--- src/rtl/shift_reg_ctrl_pkg.sv ---
// Shared encodings for shift_reg_ctrl: register-control modes, FSM states, widths.
// SHREG_CTRL_PARITY_EN adds the PARITY state to the state set.
package shift_reg_ctrl_pkg;

   localparam int unsigned DataW = 4;
   localparam int unsigned CntW  = 2;

   typedef enum logic [1:0] {
      ModeShift = 2'b00,
      ModeLoad  = 2'b10,
      ModeHold  = 2'b11
   } modo_e;

   typedef enum logic [2:0] {
      StIdle   = 3'd0,
      StLoad   = 3'd1,
      StShift  = 3'd2,
`ifdef SHREG_CTRL_PARITY_EN
      StFin    = 3'd3,
      StParity = 3'd4
`else
      StFin    = 3'd3
`endif
   } state_e;

   function automatic logic even_parity(input logic [DataW-1:0] word);
      return ^word;
   endfunction

endpackage

--- src/rtl/tx_bit_counter.sv ---
// Data-bit counter for shift_reg_ctrl: counts 0..3 while enabled, clears otherwise.
module tx_bit_counter
   import shift_reg_ctrl_pkg::*;
(
   input  logic i_clk,
   input  logic i_rst_n,
   input  logic i_en,
   output logic o_tc
);

   logic [CntW-1:0] r_cnt;

   // Wraps 3->0 on the last bit, so leaving SHIFT always finds the counter cleared.
   always_ff @(posedge i_clk or negedge i_rst_n) begin
      if (!i_rst_n) begin
         r_cnt <= '0;
      end else if (i_en) begin
         r_cnt <= r_cnt + 1'b1;
      end else begin
         r_cnt <= '0;
      end
   end

   assign o_tc = &r_cnt;

endmodule

--- src/rtl/shift_reg_ctrl.sv ---
// Frame controller driving an external 4-bit shift register onto a serial TX line.
// Define SHREG_CTRL_PARITY_EN to append an even-parity bit to each frame.
module shift_reg_ctrl
   import shift_reg_ctrl_pkg::*;
(
   input  logic             CLK,
   input  logic             RESET_L,
   input  logic [DataW-1:0] DATA_IN,
   input  logic             VALID,
   input  logic             DIR_SEL,
   output logic             READY,
   output logic             ENB,
   output logic             DIR,
   output logic [1:0]       MODO,
   output logic [DataW-1:0] D,
   output logic             S_IN,
   input  logic             S_OUT,
   output logic             TX,
   output logic             TX_VALID,
   output logic             DONE
);

   state_e           r_state;
   state_e           w_state_next;
   logic [DataW-1:0] r_word;
   logic             r_dir;
   logic             w_accept;
   logic             w_in_shift;
   logic             w_tc;
`ifdef SHREG_CTRL_PARITY_EN
   logic             r_par;
`endif

   assign w_accept   = (r_state == StIdle) && VALID;
   assign w_in_shift = (r_state == StShift);

   always_ff @(posedge CLK or negedge RESET_L) begin
      if (!RESET_L) begin
         r_state <= StIdle;
      end else begin
         r_state <= w_state_next;
      end
   end

   // Word, direction and parity are frozen at accept; later input changes are ignored.
   always_ff @(posedge CLK or negedge RESET_L) begin
      if (!RESET_L) begin
         r_word <= '0;
         r_dir  <= 1'b0;
`ifdef SHREG_CTRL_PARITY_EN
         r_par  <= 1'b0;
`endif
      end else if (w_accept) begin
         r_word <= DATA_IN;
         r_dir  <= DIR_SEL;
`ifdef SHREG_CTRL_PARITY_EN
         r_par  <= even_parity(DATA_IN);
`endif
      end
   end

   tx_bit_counter u_bit_cnt (
      .i_clk   (CLK),
      .i_rst_n (RESET_L),
      .i_en    (w_in_shift),
      .o_tc    (w_tc)
   );

   always_comb begin
      w_state_next = r_state;
      case (r_state)
         StIdle:   if (VALID) w_state_next = StLoad;
         StLoad:   w_state_next = StShift;
         StShift: begin
            if (w_tc) begin
`ifdef SHREG_CTRL_PARITY_EN
               w_state_next = StParity;
`else
               w_state_next = StFin;
`endif
            end
         end
`ifdef SHREG_CTRL_PARITY_EN
         StParity: w_state_next = StFin;
`endif
         StFin:    w_state_next = StIdle;
         default:  w_state_next = StIdle;
      endcase
   end

   always_comb begin
      READY    = 1'b0;
      ENB      = 1'b0;
      DIR      = 1'b0;
      MODO     = ModeHold;
      D        = '0;
      S_IN     = 1'b0;
      TX       = 1'b1;
      TX_VALID = 1'b0;
      DONE     = 1'b0;
      case (r_state)
         StIdle: READY = 1'b1;
         StLoad: begin
            ENB  = 1'b1;
            MODO = ModeLoad;
            D    = r_word;
            DIR  = r_dir;
         end
         StShift: begin
            ENB      = 1'b1;
            MODO     = ModeShift;
            DIR      = r_dir;
            TX_VALID = 1'b1;
            TX       = S_OUT;
         end
`ifdef SHREG_CTRL_PARITY_EN
         StParity: begin
            TX_VALID = 1'b1;
            TX       = r_par;
         end
`endif
         StFin:   DONE = 1'b1;
         default: ;
      endcase
   end

endmodule

--- config.mk ---
export PLATFORM = sky130hd
export DESIGN_NAME = shift_reg_ctrl
export DESIGN_NICKNAME = d
export VERILOG_FILES = /design/src/rtl/shift_reg_ctrl_pkg.sv /design/src/rtl/tx_bit_counter.sv /design/src/rtl/shift_reg_ctrl.sv
export SDC_FILE = /design/constraint.sdc
export NUM_CORES = 1
export LEC_CHECK = 0
export CORE_MARGIN = 5
export CORE_UTILIZATION = 36
export CTS_CLUSTER_DIAMETER = 30
export DETAILED_ROUTE_END_ITERATION = 8
export GPL_ROUTABILITY_DRIVEN = 0
export PLACE_DENSITY = 0.72
export SKIP_CTS_REPAIR_TIMING = 1
export SLEW_MARGIN = 5
export SYNTH_ARGS = -nofsm -noshare
export SYNTH_HDL_FRONTEND = slang
export SYNTH_SLANG_ARGS = --single-unit
--- constraint.sdc ---
create_clock -name CLK -period 1.2 [get_ports CLK]
set_input_delay 0.24 -clock CLK [delete_from_list [all_inputs] [get_ports CLK]]
set_output_delay 0.24 -clock CLK [all_outputs]
set_load 0.02 [all_outputs]
==> impl_metrics.py <==
metrics = {
    "cts": {
        "cts_buffer_depth": 2,
        "numCtsBuffers": 3,
        "htree_levels": 1,
        "clk_latency_ps": 260,
        "cts_sinks": 9,
        "cts_tree": "built",
        "clk_pin_slew_ps": 60,
        "cts_root_buffer": "clkbuf_4",
    },
    "finish": {
        "fin_nets": 91,
        "area_growth_pct": 68.3,
        "diodes": 0,
        "final_area_sq_um": 882,
        "final_cell_mix": "12 x buf_4, 9 x dfrtp_1, 8 x clkdlybuf4s50_1, 6 x buf_6",
        "mostFrequentLayoutCell": "buf_4",
        "drive_gt1_frac": 0.541,
    },
    "placed_design": {
        "dpl_cell_area_sq_um": 811,
        "io_buffers": 20,
        "hpwl_microns": 867,
    },
    "floorplan": {
        "die_area_sq_mm": 0.00232,
        "io_pins": 22,
        "initial_core_util": 0.393,
        "die_h_microns": 48.2,
        "core_area_sq_mm": 0.00133,
        "die_w_microns": 48.2,
        "rows": 13,
    },
    "worst_setup_path": {
        "critical_path.endpoint": "r_state[0]",
        "worst_ep_required_time_ps": 1340,
        "crit_path_start_kind": "flip-flop",
        "timing.critical_path.arrival_ps": 1620,
        "ff2ff_setup_slack_ps": -280,
        "rr_endpoint": "r_state[0]",
        "worst-path-max-fanout": 4,
        "startpoint": "r_state[0]",
        "endpoint_kind": "flip-flop",
        "criticalPathCategory": "reg -> reg",
        "regToRegStartpoint": "r_state[0]",
        "r2r_cells": 6,
    },
    "power": {
        "irDropWorstVdd_v": 0.00163,
        "p_leak_uw": 0.000440,
        "power_density_mw_per_mm2": 2980,
    },
    "synthesis": {
        "synth_compound_area_frac": 0.0644,
        "synth_mux_area_frac": 0.143,
        "synth_top_family_by_area": "adder cells",
        "synth_fa_ha_area_frac": 0.167,
        "synth-seq-cells": 9,
        "seq_area_frac_synth": 0.430,
        "synth-simple-area-share": 0.146,
        "postSynthAreaPerCell_sq_um": 12.2,
        "synth_fp_nets": 59,
        "syn_area_sq_um": 524,
        "synth_cell_types": 16,
        "synth_xor_xnor_area_share": 0,
        "ys_warn_count": 0,
        "syn_inst": 43,
    },
    "global_route": {
        "antenna_found_initial": 0,
        "grt_pass1_vias": 400,
        "grt_first_pass_wirelength_microns": 1680,
        "grt_max_degree": 10,
        "grt.total_usage": 0.110,
        "grt-ovfl-total": 0,
    },
    "timing": {
        "fin_skew_ps": 4.69,
        "slew_violations": 0,
        "rsz0062_at_grt": "true",
        "hold_ws_ps": 281,
        "setup_viol": 19,
        "finalCriticalPeriod_ps": 1480,
        "fmax_mhz": 675,
        "hold_viol_final": 0,
        "fin_ws_ps": -281,
        "post-route-period-util": 1.23,
    },
    "drt": {
        "via_per_inst": 4.62,
        "vias": 411,
        "wl_per_cell_microns": 13.0,
        "drtAntennaViolNets": 0,
        "drt-pass1-iter-count": 3,
        "wirelength_microns": 1150,
        "drc": 0,
        "drt-initial-drc-count": 1,
    },
    "flow_run": {
        "drv_cap": 0,
    },
    "status": {
        "status": "finished, violations left",
        "violations": "negative setup slack",
    },
    "hold_path": {
        "hp-class": "in -> async",
    },
}
## cell families after synthesis
family | after synthesis
other cells | 1
mux | 5
buf+inv | 5
simple gates | 12
compound gates | 4
fa+ha+maj | 7
flops | 9
## critical path: stages (launching register included)
cell,delay [ps]
dfrtp_1,400
inv_2,80
buf_4,140
ha_4,150
buf_4,130
and2b_2,220
o41ai_2,250
## metal layers
metal  global-route usage  vias up  routed length, microns
li1                     -      200                       -
met1                0.138      193                     499
met2                0.159       16                     542
met3               0.0443        2                     100
met4               0.0645        0                      12
met5                    0        -                       0
## flip-flops by register name (all words and copies together) (netlist names)
| register | count |
|---|---|
| r_dir | 1 |
| r_word | 4 |
| u_bit_cnt.r_cnt | 2 |
| r_state | 2 |
## final cells by class
type / count / area [sq um]
repair buffers: 28 / 255
clock buffers: 4 / 26.3
flip-flops and latches: 9 / 225
well taps: 15 / 18.8
fillers: 104 / 452
inverters: 4 / 15.0
multi-input cells: 29 / 342
## power by group
group          internal (uW)  switching, uW  total (uW)  leakage (uW)
logic                    994            855        1850      0.000314
clock network            128            107         235     0.0000150
registers                454           88.5         543      0.000110
## synthesized netlist by cell type
| cell type | number | share of area |
|---|---|---|
| o41ai_2 | 1 | 0.031 |
| conb_1 | 1 | 0.0072 |
| and2b_1 | 1 | 0.014 |
| inv_1 | 4 | 0.029 |
| nor2b_1 | 1 | 0.012 |
| nor2_1 | 1 | 0.0072 |
| o31ai_1 | 1 | 0.014 |
| and2_1 | 6 | 0.072 |
| nor2b_2 | 1 | 0.017 |
| o21ai_1 | 2 | 0.019 |
| mux2_4 | 5 | 0.14 |
| dfrtp_1 | 9 | 0.43 |
| nand2_2 | 1 | 0.012 |
| ha_1 | 7 | 0.17 |
| buf_4 | 1 | 0.014 |
| nand2b_1 | 1 | 0.012 |
## stage by stage
stage | instances | worst slack, ps | total power [uW] | TNS, ps | utilization
after floorplan | 43 | -19.2 | 1530 | -76.1 | -
after global placement | 84 | -446 | 2200 | -5620 | 0.608
after detailed placement | 84 | -475 | 2220 | -5830 | 0.608
after CTS | 88 | -768 | 2470 | -9080 | 0.628
after global routing | 89 | -374 | 2810 | -4690 | 0.661
final | 89 | -281 | 2630 | -3610 | 0.661
## how the worst min path moves through the flow
stage | start | end | slack (ps) | cells after the start
after CTS | RESET_L | r_word[3] | 300 | 1
final | RESET_L | r_word[3] | 280 | 1
after floorplan | RESET_L | r_dir | -60 | 0
after global routing | RESET_L | u_bit_cnt.r_cnt[1] | 330 | 1
after global placement | u_bit_cnt.r_cnt[0] | u_bit_cnt.r_cnt[0] | 430 | 1
after detailed placement | u_bit_cnt.r_cnt[0] | u_bit_cnt.r_cnt[0] | 430 | 1
Note: power is estimated with default switching activity, not from simulation.
==> patch, RTL diff (same flow settings) <==
The option `SHREG_CTRL_PARITY_EN` is turned on by a define.
--- a/src/rtl/shift_reg_ctrl_pkg.sv
+++ b/src/rtl/shift_reg_ctrl_pkg.sv
@@ -1,5 +1,7 @@
 // Shared encodings for shift_reg_ctrl: register-control modes, FSM states, widths.
 // SHREG_CTRL_PARITY_EN adds the PARITY state to the state set.
+`define SHREG_CTRL_PARITY_EN
+
 package shift_reg_ctrl_pkg;
 
    localparam int unsigned DataW = 4;
Formal check against the unedited RTL: not equivalent (a bounded check fails within 10 cycles, from zero or initial values and one cycle with RESET_L low).
==> patch against the unedited design <==
- the run still ends with setup timing left
- sequential cell count is 2 higher
- count of clock-buffer cells in the layout unchanged
- worst setup slack worse by 0.099 ns
- power is 0.76% lower
- wire length is 22% higher
- critical path depth fell by 2
- final area grew 17%
- utilization increased by 1.8 points
- first-iteration DRC count rose to 8.0 times the old value
- area after synthesis grew 12%
- via count is 25% higher
- largest cell class unchanged
- largest power group unchanged
==> patch: results (changes against the unedited design) <==
I/O Buffers -> 20 (unchanged)
Ratio of cells with drive above 1 in the final layout -> 0.506 (-0.0349)
Reg2Reg Depth -> 5 (-1)
Crit-path max FO -> 6 (+2)
Largest net degree at the start of global routing -> 12 (+2)
Syn_nets -> 66 (+12%)
Initial antenna violation count -> 0 (unchanged)
Register area share after synthesis -> 0.468 (+0.0385)
Global Route Usage Sum -> 0.116 (+0.00590)
Top flop regs -> r_word x4, r_state x3, u_bit_cnt.r_cnt x2
Clock buffer count from CTS -> 3 (unchanged)
Failing checks -> setup timing
Final setup vio count -> 18 (-1)
Peak VDD IR -> 1.59 mV (-2.9%)
Post-DP HPWL -> 1.04 mm (+20%)
Antenna cell count -> 0 (unchanged)
Top post-synthesis cells by count -> 11 x dfrtp_1, 7 x nor2_1, 5 x mux2_2
Nets -> 100 (+9.9%)
Max stage delay cell, worst path -> dfrtp_2
Max clock buf depth -> 2 (unchanged)
Drt initial violations -> 8 (+7)
Detailed Route WL -> 1.41 mm (+22%)
Synth async-reset ratio -> 1.00 (unchanged)
Class of the worst hold path -> in -> async
DR pass1 iterations -> 3 (unchanged)
First-pass GRT wire length -> 2.19 mm (+31%)
CTS clk-pin slew, worst paths -> 0.07 ns
Post-route setup slack -> -0.381 ns (-0.0993 ns)
Vias in the first global route -> 453 (+13%)
Synth warn -> 0 (unchanged)
Dpl cell area -> 888 µm² (+9.6%)
Clock Latency Late Sink -> 0.28 ns (+0.02 ns)
Pre-CTS WS -> -0.547 ns (-0.0727 ns)
H-tree levels -> 1 (unchanged)
CP Data Arrival Time -> 1.34 ns (-0.28 ns)
Outcome -> complete, but fails checks
Leak pwr -> 0.503 nW (+14%)
Largest cells by area after synthesis -> dfrtp_1 47%, mux2_2 9.6%, xnor2_1 6.0%
Synth unique cells -> 21 (+5)
CTS root buf -> clkbuf_4
Number of vias per cell -> 4.90 (+6.2%)
Crit-path max cell delay -> 0.48 ns (+0.08 ns)
EDFF count, synth -> 0 (unchanged)
Final Skew -> 0.00111 ns (-0.00358 ns)
## patch: metrics by stage
step / TNS [ns] / cells
3_5_place_dp: -7.63 / 99
5_1_grt: -6.81 / 105
2_1_floorplan: -1.38 / 56
4_1_cts: -11.35 / 103
6_report: -5.89 / 105
3_3_place_gp: -7.21 / 99
## patch: routing by layer
layer,part of all wire,global-route usage,up-vias
met5,0,0,-
met4,0.038,0.102,0
met3,0.076,0.0296,5
li1,-,-,251
met2,0.46,0.167,19
met1,0.43,0.142,240
## patch: power by group
group	switching [W]	leakage [nW]	internal, W	total, W
Combinational	0.000718	0.355	0.000940	0.00166
Sequential	0.000146	0.133	0.000538	0.000684
Clock	0.000136	0.0150	0.000129	0.000266
## patch: cell type report
cell class | instances | area, µm²
Inverter | 3 | 11.3
Sequential cell | 11 | 278
Multi-Input combinational cell | 38 | 352
Tap cell | 16 | 20.0
Timing Repair Buffer | 33 | 349
Fill cell | 117 | 488
Clock buffer | 4 | 26.3
## patch: critical path: cells and delay by family (launching register included)
family / cells / cell delay [ns]
buf+inv: 1 / 0.12
simple gates: 2 / 0.30
xor+xnor: 1 / 0.17
flops: 1 / 0.48
## patch: cell families after synthesis
kind of cell             after synthesis  synth area share
adder cells (fa/ha/maj)                1            0.0213
XOR/XNOR                               4            0.0596
buffers and inverters                  7            0.0766
multiplexers                           5            0.0957
AND/OR/NAND/NOR                       22             0.219
flip-flops                            11             0.468
other                                  1           0.00638
AO/OA/AOI/OAI                          5            0.0532
## patch: final timing paths
check	from	slack [ns]	to
worst max register to register	r_state[0]$_DFFE_PN0P_	-0.36	r_word[3]$_DFFE_PN0P_
worst max-delay path	r_state[1]$_DFFE_PN0P_	-0.38	DIR
min in group CLK	u_bit_cnt.r_cnt[0]$_DFF_PN0_	0.45	u_bit_cnt.r_cnt[0]$_DFF_PN0_
worst min-delay path	RESET_L	0.26	r_dir$_DFFE_PN0P_
max in group asynchronous	RESET_L	0.78	r_state[1]$_DFFE_PN0P_
worst min register to register	u_bit_cnt.r_cnt[0]$_DFF_PN0_	0.45	u_bit_cnt.r_cnt[0]$_DFF_PN0_
